$ cat src/rtl/mips_dbg_pkg.sv
// Shared types and constants for the MIPS architectural-state dump engine.
// Optional checksum beat is enabled with the DUMP_CHECKSUM_EN macro.
package mips_dbg_pkg;

    typedef enum logic [2:0] {
        IDLE,
        REGS,
        MEM,
        SUM,
        DRAIN
    } dump_state_t;

    localparam logic [1:0] KIND_REG = 2'b00;
    localparam logic [1:0] KIND_MEM = 2'b01;
    localparam logic [1:0] KIND_SUM = 2'b10;

    localparam int DEF_DATA_WIDTH = 32;
    localparam int DEF_REG_DEPTH  = 32;
    localparam int DEF_DMEM_DEPTH = 32;

endpackage

$ cat src/rtl/dump_out_reg.sv
// Single-entry valid/ready output register for dump beats; holds its
// payload stable while the sink back-pressures.
module dump_out_reg
    import mips_dbg_pkg::*;
#(
    parameter int DATA_WIDTH = DEF_DATA_WIDTH,
    parameter int IDX_W      = 5
)(
    input  logic                  clk,
    input  logic                  rst_n,
    input  logic                  load,
    input  logic [DATA_WIDTH-1:0] in_data,
    input  logic [1:0]            in_kind,
    input  logic [IDX_W-1:0]      in_idx,
    input  logic                  in_last,
    input  logic                  out_ready,
    output logic                  out_valid,
    output logic [DATA_WIDTH-1:0] out_data,
    output logic [1:0]            out_kind,
    output logic [IDX_W-1:0]      out_idx,
    output logic                  out_last
);

    // A new beat may replace the current one in the same cycle it is accepted.
    always_ff @(posedge clk or negedge rst_n) begin
        if (!rst_n) begin
            out_valid <= 1'b0;
            out_data  <= '0;
            out_kind  <= KIND_REG;
            out_idx   <= '0;
            out_last  <= 1'b0;
        end else if (load) begin
            out_valid <= 1'b1;
            out_data  <= in_data;
            out_kind  <= in_kind;
            out_idx   <= in_idx;
            out_last  <= in_last;
        end else if (out_valid && out_ready) begin
            out_valid <= 1'b0;
        end
    end

endmodule

$ cat src/rtl/mips_state_dump.sv
// Architectural-state readback: stalls the CPU and streams every register
// and data-memory word. Define DUMP_CHECKSUM_EN to append a checksum beat.
module mips_state_dump
    import mips_dbg_pkg::*;
#(
    parameter int DATA_WIDTH     = DEF_DATA_WIDTH,
    parameter int REG_DEPTH      = DEF_REG_DEPTH,
    parameter int Data_MEM_DEPTH = DEF_DMEM_DEPTH,
    localparam int IDX_W = $clog2((REG_DEPTH > Data_MEM_DEPTH) ? REG_DEPTH : Data_MEM_DEPTH),
    localparam int RA_W  = $clog2(REG_DEPTH),
    localparam int DA_W  = $clog2(Data_MEM_DEPTH)
)(
    input  logic                  CLK,
    input  logic                  RST,
    input  logic                  start,
    output logic                  cpu_stall,
    output logic [RA_W-1:0]       rf_addr,
    input  logic [DATA_WIDTH-1:0] rf_rdata,
    output logic [DA_W-1:0]       dmem_addr,
    input  logic [DATA_WIDTH-1:0] dmem_rdata,
    output logic                  out_valid,
    input  logic                  out_ready,
    output logic [DATA_WIDTH-1:0] out_data,
    output logic [1:0]            out_kind,
    output logic [IDX_W-1:0]      out_idx,
    output logic                  out_last,
    output logic                  done
);

    localparam logic [IDX_W-1:0] REG_LAST = IDX_W'(REG_DEPTH - 1);
    localparam logic [IDX_W-1:0] MEM_LAST = IDX_W'(Data_MEM_DEPTH - 1);

    dump_state_t           state;
    logic [IDX_W-1:0]      idx;
    logic                  load;
    logic [DATA_WIDTH-1:0] load_data;
    logic [1:0]            load_kind;
    logic [IDX_W-1:0]      load_idx;
    logic                  load_last;
`ifdef DUMP_CHECKSUM_EN
    logic [DATA_WIDTH-1:0] sum;
`endif

    assign cpu_stall = (state != IDLE);
    assign rf_addr   = (state == REGS) ? idx[RA_W-1:0] : '0;
    assign dmem_addr = (state == MEM)  ? idx[DA_W-1:0] : '0;
    assign load      = (!out_valid || out_ready) &&
                       (state == REGS || state == MEM || state == SUM);

    // Select the payload for the next beat from whichever region is active.
    always_comb begin
        load_data = '0;
        load_kind = KIND_REG;
        load_idx  = idx;
        load_last = 1'b0;
        case (state)
            REGS: load_data = rf_rdata;
            MEM: begin
                load_data = dmem_rdata;
                load_kind = KIND_MEM;
`ifdef DUMP_CHECKSUM_EN
                load_last = 1'b0;
`else
                load_last = (idx == MEM_LAST);
`endif
            end
`ifdef DUMP_CHECKSUM_EN
            SUM: begin
                load_data = sum;
                load_kind = KIND_SUM;
                load_idx  = '0;
                load_last = 1'b1;
            end
`endif
            default: ;
        endcase
    end

    // Scan sequencer: idx advances only when a beat is actually loaded, so
    // back-pressure can never skip or repeat a word.
    always_ff @(posedge CLK or negedge RST) begin
        if (!RST) begin
            state <= IDLE;
            idx   <= '0;
            done  <= 1'b0;
`ifdef DUMP_CHECKSUM_EN
            sum   <= '0;
`endif
        end else begin
            done <= 1'b0;
            case (state)
                IDLE: begin
                    if (start && !done) begin
                        state <= REGS;
                        idx   <= '0;
`ifdef DUMP_CHECKSUM_EN
                        sum   <= '0;
`endif
                    end
                end
                REGS: begin
                    if (load) begin
`ifdef DUMP_CHECKSUM_EN
                        sum <= sum + rf_rdata;
`endif
                        if (idx == REG_LAST) begin
                            idx   <= '0;
                            state <= MEM;
                        end else begin
                            idx <= idx + 1'b1;
                        end
                    end
                end
                MEM: begin
                    if (load) begin
`ifdef DUMP_CHECKSUM_EN
                        sum <= sum + dmem_rdata;
`endif
                        if (idx == MEM_LAST) begin
                            idx   <= '0;
`ifdef DUMP_CHECKSUM_EN
                            state <= SUM;
`else
                            state <= DRAIN;
`endif
                        end else begin
                            idx <= idx + 1'b1;
                        end
                    end
                end
`ifdef DUMP_CHECKSUM_EN
                SUM: begin
                    if (load) state <= DRAIN;
                end
`endif
                DRAIN: begin
                    if (out_valid && out_ready) begin
                        done  <= 1'b1;
                        state <= IDLE;
                    end
                end
                default: state <= IDLE;
            endcase
        end
    end

    dump_out_reg #(
        .DATA_WIDTH(DATA_WIDTH),
        .IDX_W     (IDX_W)
    ) u_out (
        .clk      (CLK),
        .rst_n    (RST),
        .load     (load),
        .in_data  (load_data),
        .in_kind  (load_kind),
        .in_idx   (load_idx),
        .in_last  (load_last),
        .out_ready(out_ready),
        .out_valid(out_valid),
        .out_data (out_data),
        .out_kind (out_kind),
        .out_idx  (out_idx),
        .out_last (out_last)
    );

endmodule

$ cat config.mk
export PLATFORM = sky130hd
export DESIGN_NAME = mips_state_dump
export DESIGN_NICKNAME = d
export VERILOG_FILES = /design/src/rtl/mips_dbg_pkg.sv /design/src/rtl/dump_out_reg.sv /design/src/rtl/mips_state_dump.sv
export SDC_FILE = /design/constraint.sdc
export NUM_CORES = 1
export LEC_CHECK = 0
export CORE_UTILIZATION = 42
export DETAILED_ROUTE_END_ITERATION = 16
export GPL_ROUTABILITY_DRIVEN = 1
export PLACE_DENSITY = 0.81
export SETUP_SLACK_MARGIN = 0.5
export SLEW_MARGIN = 20
export SYNTH_ARGS = -nofsm -noshare
export SYNTH_HDL_FRONTEND = slang
export SYNTH_HIERARCHICAL = 1
export SYNTH_SLANG_ARGS = --single-unit
$ cat constraint.sdc
create_clock -name CLK -period 2.2 [get_ports CLK]
set_input_delay 0.44 -clock CLK [delete_from_list [all_inputs] [get_ports CLK]]
set_output_delay 0.44 -clock CLK [all_outputs]
set_load 0.05 [all_outputs]
== Yosys cells after proc, flatten, opt, wreduce, memory -nomap -nowiden ==
Index checks and enable logic that the tools add are counted.
W data, S select, Z words.
Storage, ports and cells
  bits in registers: 50
  output and inout bits: 53
  logic and storage cells: 56
Cells by class
  $add $sub $neg: 1
  eq/ne operators: 12
  multiplexer cells: 20
  reduce and logical (&&, ||, !) cells: 15
Operators by type and width (count)
  $pmux W32 S2: 1
  $mux W5: 5
  $mux W3: 6
  $pmux W3 S4: 1
  $pmux W5 S2: 1
  $ne A2 B2 Y1 const B: 4
  $eq A3 B2 Y1 const B: 2
  $mux W1: 6
  $ne A2 B1 Y1 const B: 3
  $reduce_and A6 Y1: 1
  $add A5 B1 Y5 const B: 1
  $eq A5 B5 Y1 const B: 1
  $reduce_bool A2 Y1: 2
  $eq A3 B1 Y1 const B: 1
  $eq A3 B3 Y1 const B: 1
  $logic_and A1 B1 Y1: 3
  $logic_not A3 Y1: 1
  $logic_or A1 B1 Y1: 3
  $reduce_and A3 Y1: 1
  $reduce_bool A3 Y1: 1
  $logic_not A1 Y1: 2
  $reduce_or A2 Y1: 1

== Longest topological paths before layout ==
  depth in word-level cells: 6
  gate-level depth with buffers: 7
  gate-level depth less buffers: 7

== Modules after synthesis ==
The synthesis kept the hierarchy.
Modules (own cells, without submodules)
  dump_out_reg: times used 1, cells each 88, area each 1725.4 sq um
  mips_state_dump: times used 1, cells each 108, area each 932.1 sq um

== Worst setup path before layout ==
Ideal clock, no wire load.
  path kind: flip-flop to output port
  start point: register state[2]
  end point: output dmem_addr[0]
  data arrival time: 1.851 ns
  required time: 1.760 ns
  path slack: -0.091 ns
  cell stages (with the launch flop): 6
  buffers on the path: 3
  path through: dfrtp_1 > clkbuf_1 > nor3b_1 > clkbuf_1 > clkbuf_1 > and2_1
Between the ends
  word-level cells in the longest chain between the ends: 2
RTL lines
  start, declared: RTL line mips_state_dump.sv:33  | dump_state_t state;
  start signal, assigned: RTL line mips_state_dump.sv:83  | state <= IDLE;
  start signal, assigned: RTL line mips_state_dump.sv:94  | state <= REGS;
  start signal, assigned: RTL line mips_state_dump.sv:108  | state <= MEM;
  $eq A3 B2 Y1: RTL line mips_state_dump.sv:46  | assign dmem_addr = (state == MEM) ? idx[DA_W-1:0] : '0;
  $mux W5: RTL line mips_state_dump.sv:46
  end, declared: RTL line mips_state_dump.sv:19  | output logic [DA_W-1:0] dmem_addr,
No other way between the ends.

== Final worst setup path ==
  start point: register state[0]
  end point: register u_out.out_data[13]
Between the ends
  word-level cells in the longest chain between the ends: 4
  elaborated cells between the ends (all ways): 7
RTL lines
  $eq A3 B1 Y1 / $eq A3 B2 Y1 (equally long branches): RTL line mips_state_dump.sv:48  | (state == REGS || state == MEM || state == SUM);
  $logic_or A1 B1 Y1: RTL line mips_state_dump.sv:48
  $logic_or A1 B1 Y1 *: RTL line mips_state_dump.sv:48
  $logic_and A1 B1 Y1 *: RTL line mips_state_dump.sv:47  | assign load = (!out_valid || out_ready) &&
  named net load: RTL line mips_state_dump.sv:35  | logic load;
  end signal, assigned: RTL line dump_out_reg.sv:34  | out_data <= in_data;
  end, declared: RTL line dump_out_reg.sv:18  | output logic [DATA_WIDTH-1:0] out_data,
The timed path passes the listed nets; every way through them passes the cells marked *.
A chain may end at the register's enable or synchronous reset.

==> flow_summary_export.csv <==
group,metric,value,unit
global_route,grt_first_pass_wirelength,11000,microns
floorplan,start_util,0.441,
floorplan,fp-row-count,28,
setup_path,worst-endpoint-required,2390,ps
synthesis,synth_common_cells,"dfrtp_1, mux2_4, a22o_1",
synthesis,yosys_warnings,6,
layout,syn_to_final_growth,75.1,%
synthesis,ys_async_sr_fraction,1.00,
floorplan,boundaryPins,121,
layout,fin_cells,429,
setup_path,critPathCaptureType,"register",
floorplan,dieArea,6650,sq um
layout,utilization,0.772,
pwr,power_density,1450,nW/um^2
synthesis,synth_area,2660,sq um
placement,gp_congestion,0.814,
synthesis,netlist-cell-type-count,37,
timing,period_needed,1940,ps
outcome,status,"completed",
synthesis,syn_inst,196,
detailed_routing,ant_nets,0,
detailed_routing,post_drt_via_cell_ratio,5.20,
run,cap_violations,0,
synthesis,synth_nets,266,
placement,port_buffers,120,
pwr,p_leak,2.26,nW
setup_path,cpMaxStageDelayCell,"dfrtp_2",
detailed_routing,first_iter_violations,74,
layout,diodes,0,
detailed_routing,drc_errors,0,
placement,hpwl,4750,microns
clocking,cts_sinks,50,
timing,fin_crit_sh,0.880,
global_route,grt_overflow,0,
setup_path,crit_path_cell_trace,"buf_4, buf_6, buf_6, nor2_4, nor3_4, buf_6, buf_4, buf_12, buf_16, mux2_4",
pwr,finalPower,0.00673,W
clocking,cts_hold_buf,0,
synthesis,synth_area_leaders,"dfrtp_1, mux2_4, a22o_1",
detailed_routing,wl_per_cell,18.4,microns
global_route,grt_max_degree,33,
synthesis,synth_top_family_by_area,"multiplexers",
timing,whs,78.2,ps
synthesis,synth_top_area_frac,0.471,
timing,fin_tns_setup,0,ps
timing,fmax,516,MHz
worst_hold_path,hold_class,"input pin to async pin",
synthesis,synth_edf_count,0,
clocking,htree_levels,2,
synthesis,synth_top_cell_by_area,"dfrtp_1",
synthesis,synth_compound_area_frac,0.139,
pwr,vdd_drop_max,0.786,mV
detailed_routing,drt_pass1_iterations,4,
synthesis,yosys_register_bits,50,
detailed_routing,wirelength,7910,microns
floorplan,die_y,81.5,microns
placement,dp.cells,384,
global_route,track_usage,0.226,
clocking,cts_inserted_buffers,5,
layout,final_nets,423,
setup_path,startpoint_type,"register",
clocking,clk_pin_slew,90,ps
setup_path,critPathMaxFanout,5,
setup_path,cp.arrival,2120,ps
global_route,grt_pass1_vias,2204,
layout,n_fill_cell,421,
floorplan,core,6030,sq um
synthesis,synthXorXnorAreaFrac,0.00612,
synthesis,synth-simple-area-share,0.0857,
synthesis,ys_seq_area_frac,0.471,
synthesis,synthMuxAreaShare,0.233,
timing,finalHoldViolations,0,
setup_path,crit_top_cell,"buf_6",
synthesis,ys.flop_type,"dfrtp_1",
timing,rsz0062_at_grt,"true",
synthesis,yosysMostFrequentCell,"dfrtp_1",
timing,max-slew-margin-rel,0.646,
clocking,clk_path_buf_depth,2,
clocking,root_buffer,"clkbuf_8",
global_route,antenna_found_initial,0,
floorplan,die_w,81.5,microns
setup_path,critPathMaxStageDelay,470,ps
setup_path,crit_buf_inv,7,
timing,setup_viol,0,
layout,drive_above_1_share,0.390,
setup_path,cpLargestDelayFamily,"buffers and inverters",
timing,tightest_slew,533,ps
timing,maxSlewViolCount,0,
synthesis,synth.avg_cell_area,13.6,sq um
clocking,clock_latency,300,ps
detailed_routing,num_vias,2231,
timing,skew,7.95,ps
synthesis,synth_adder_area_share,0.00942,
clocking,cts_tree,"yes",
setup_path,path_class,"register to register",
==> through the flow <==
stage | worst slack (ps) | instance area (sq um)
after floorplan | 321 | 2730
after global placement | 122 | 4050
after detailed placement | 75.5 | 4050
after CTS | 264 | 4510
after global routing | 190 | 4650
final | 264 | 4650
==> power breakdown <==
part | internal [W] | switching, W
Combinational | 0.00240 | 0.00237
Sequential | 0.00122 | 0.000199
Clock | 0.000254 | 0.000286
Total | 0.00388 | 0.00285
==> worst register-to-register path, stage by stage, from the launching register on <==
cell     delay [ps]
dfrtp_2         470
buf_4           160
buf_6           110
buf_6           120
nor2_4          110
nor3_4           60
buf_6           120
buf_4           130
buf_12          120
buf_16          140
mux2_4          290
==> cell families (layout without fill, tap and decap cells) <==
group | after synthesis | count (layout)
flip-flops | 50 | 50
AO/OA/AOI/OAI | 45 | 45
multiplexers | 42 | 42
AND/OR/NAND/NOR | 38 | 38
buffers and inverters | 17 | 175
adder cells (fa/ha/maj) | 2 | 2
other | 1 | 1
XOR/XNOR | 1 | 1
==> registers in the layout, indices dropped and copies added (netlist names) <==
name,cells
u_out/out_data,32
idx,5
u_out/out_idx,5
state,3
u_out/out_kind,2
done,1
u_out/out_last,1
u_out/out_valid,1
==> layer usage <==
metal  track usage  share of wire  vias to the layer above
met3        0.0422          0.050                        7
met4        0.0589          0.011                        0
li1              -              -                     1045
met1         0.273           0.41                     1103
met5             0              0                        -
met2         0.409           0.53                       76
==> cells in the final DEF, fill, tap and decap left out, types with 2 or more instances in the layout <==
cell type	count
buf_6	10
clkbuf_16	2
nor2_1	3
nand2_1	5
dfrtp_1	46
o21ai_0	2
nor3b_4	2
and2_4	10
buf_4	26
dlygate4sd2_1	38
clkbuf_8	6
dfrtp_2	4
o21ai_2	2
clkdlybuf4s50_1	65
clkdlybuf4s15_1	4
o21ai_1	2
a22o_1	32
buf_16	5
buf_12	14
mux2_4	39
mux2_2	2
nand2b_1	4
==> final timing paths <==
kind / start / slack (ps) / depth (start not counted) / endpoint
max in group asynchronous: RST / 1590 / 2 / state[1]
worst max-delay path: state[0] / 260 / 10 / u_out/out_data[13]
worst min register to register: u_out/out_data[6] / 510 / 1 / u_out/out_data[6]
worst max register to register: state[0] / 260 / 10 / u_out/out_data[13]
worst min-delay path: RST / 80 / 1 / u_out/out_data[4]
min in group CLK: u_out/out_data[6] / 510 / 1 / u_out/out_data[6]
==> area by class of cell <==
type                       instances  area, sq um  area share
sequential                        50         1260       0.270
tap                               75         93.8      0.0202
clock inverter                     1         5.00     0.00108
multi-input combinational        129         1400       0.301
timing repair buffer             166         1810       0.389
inverter                           1         3.75    0.000806
clock buffer                       7         86.3      0.0185
==> timing repair <==
action / CTS / global route
gates resized for setup: 70 / 14
pin swaps: 8 / 2
cloned: 5 / 2
endpoints found under the setup margin: 98 / 46
buffers inserted: 19 / 11
Power figures use the tool's default switching activity.
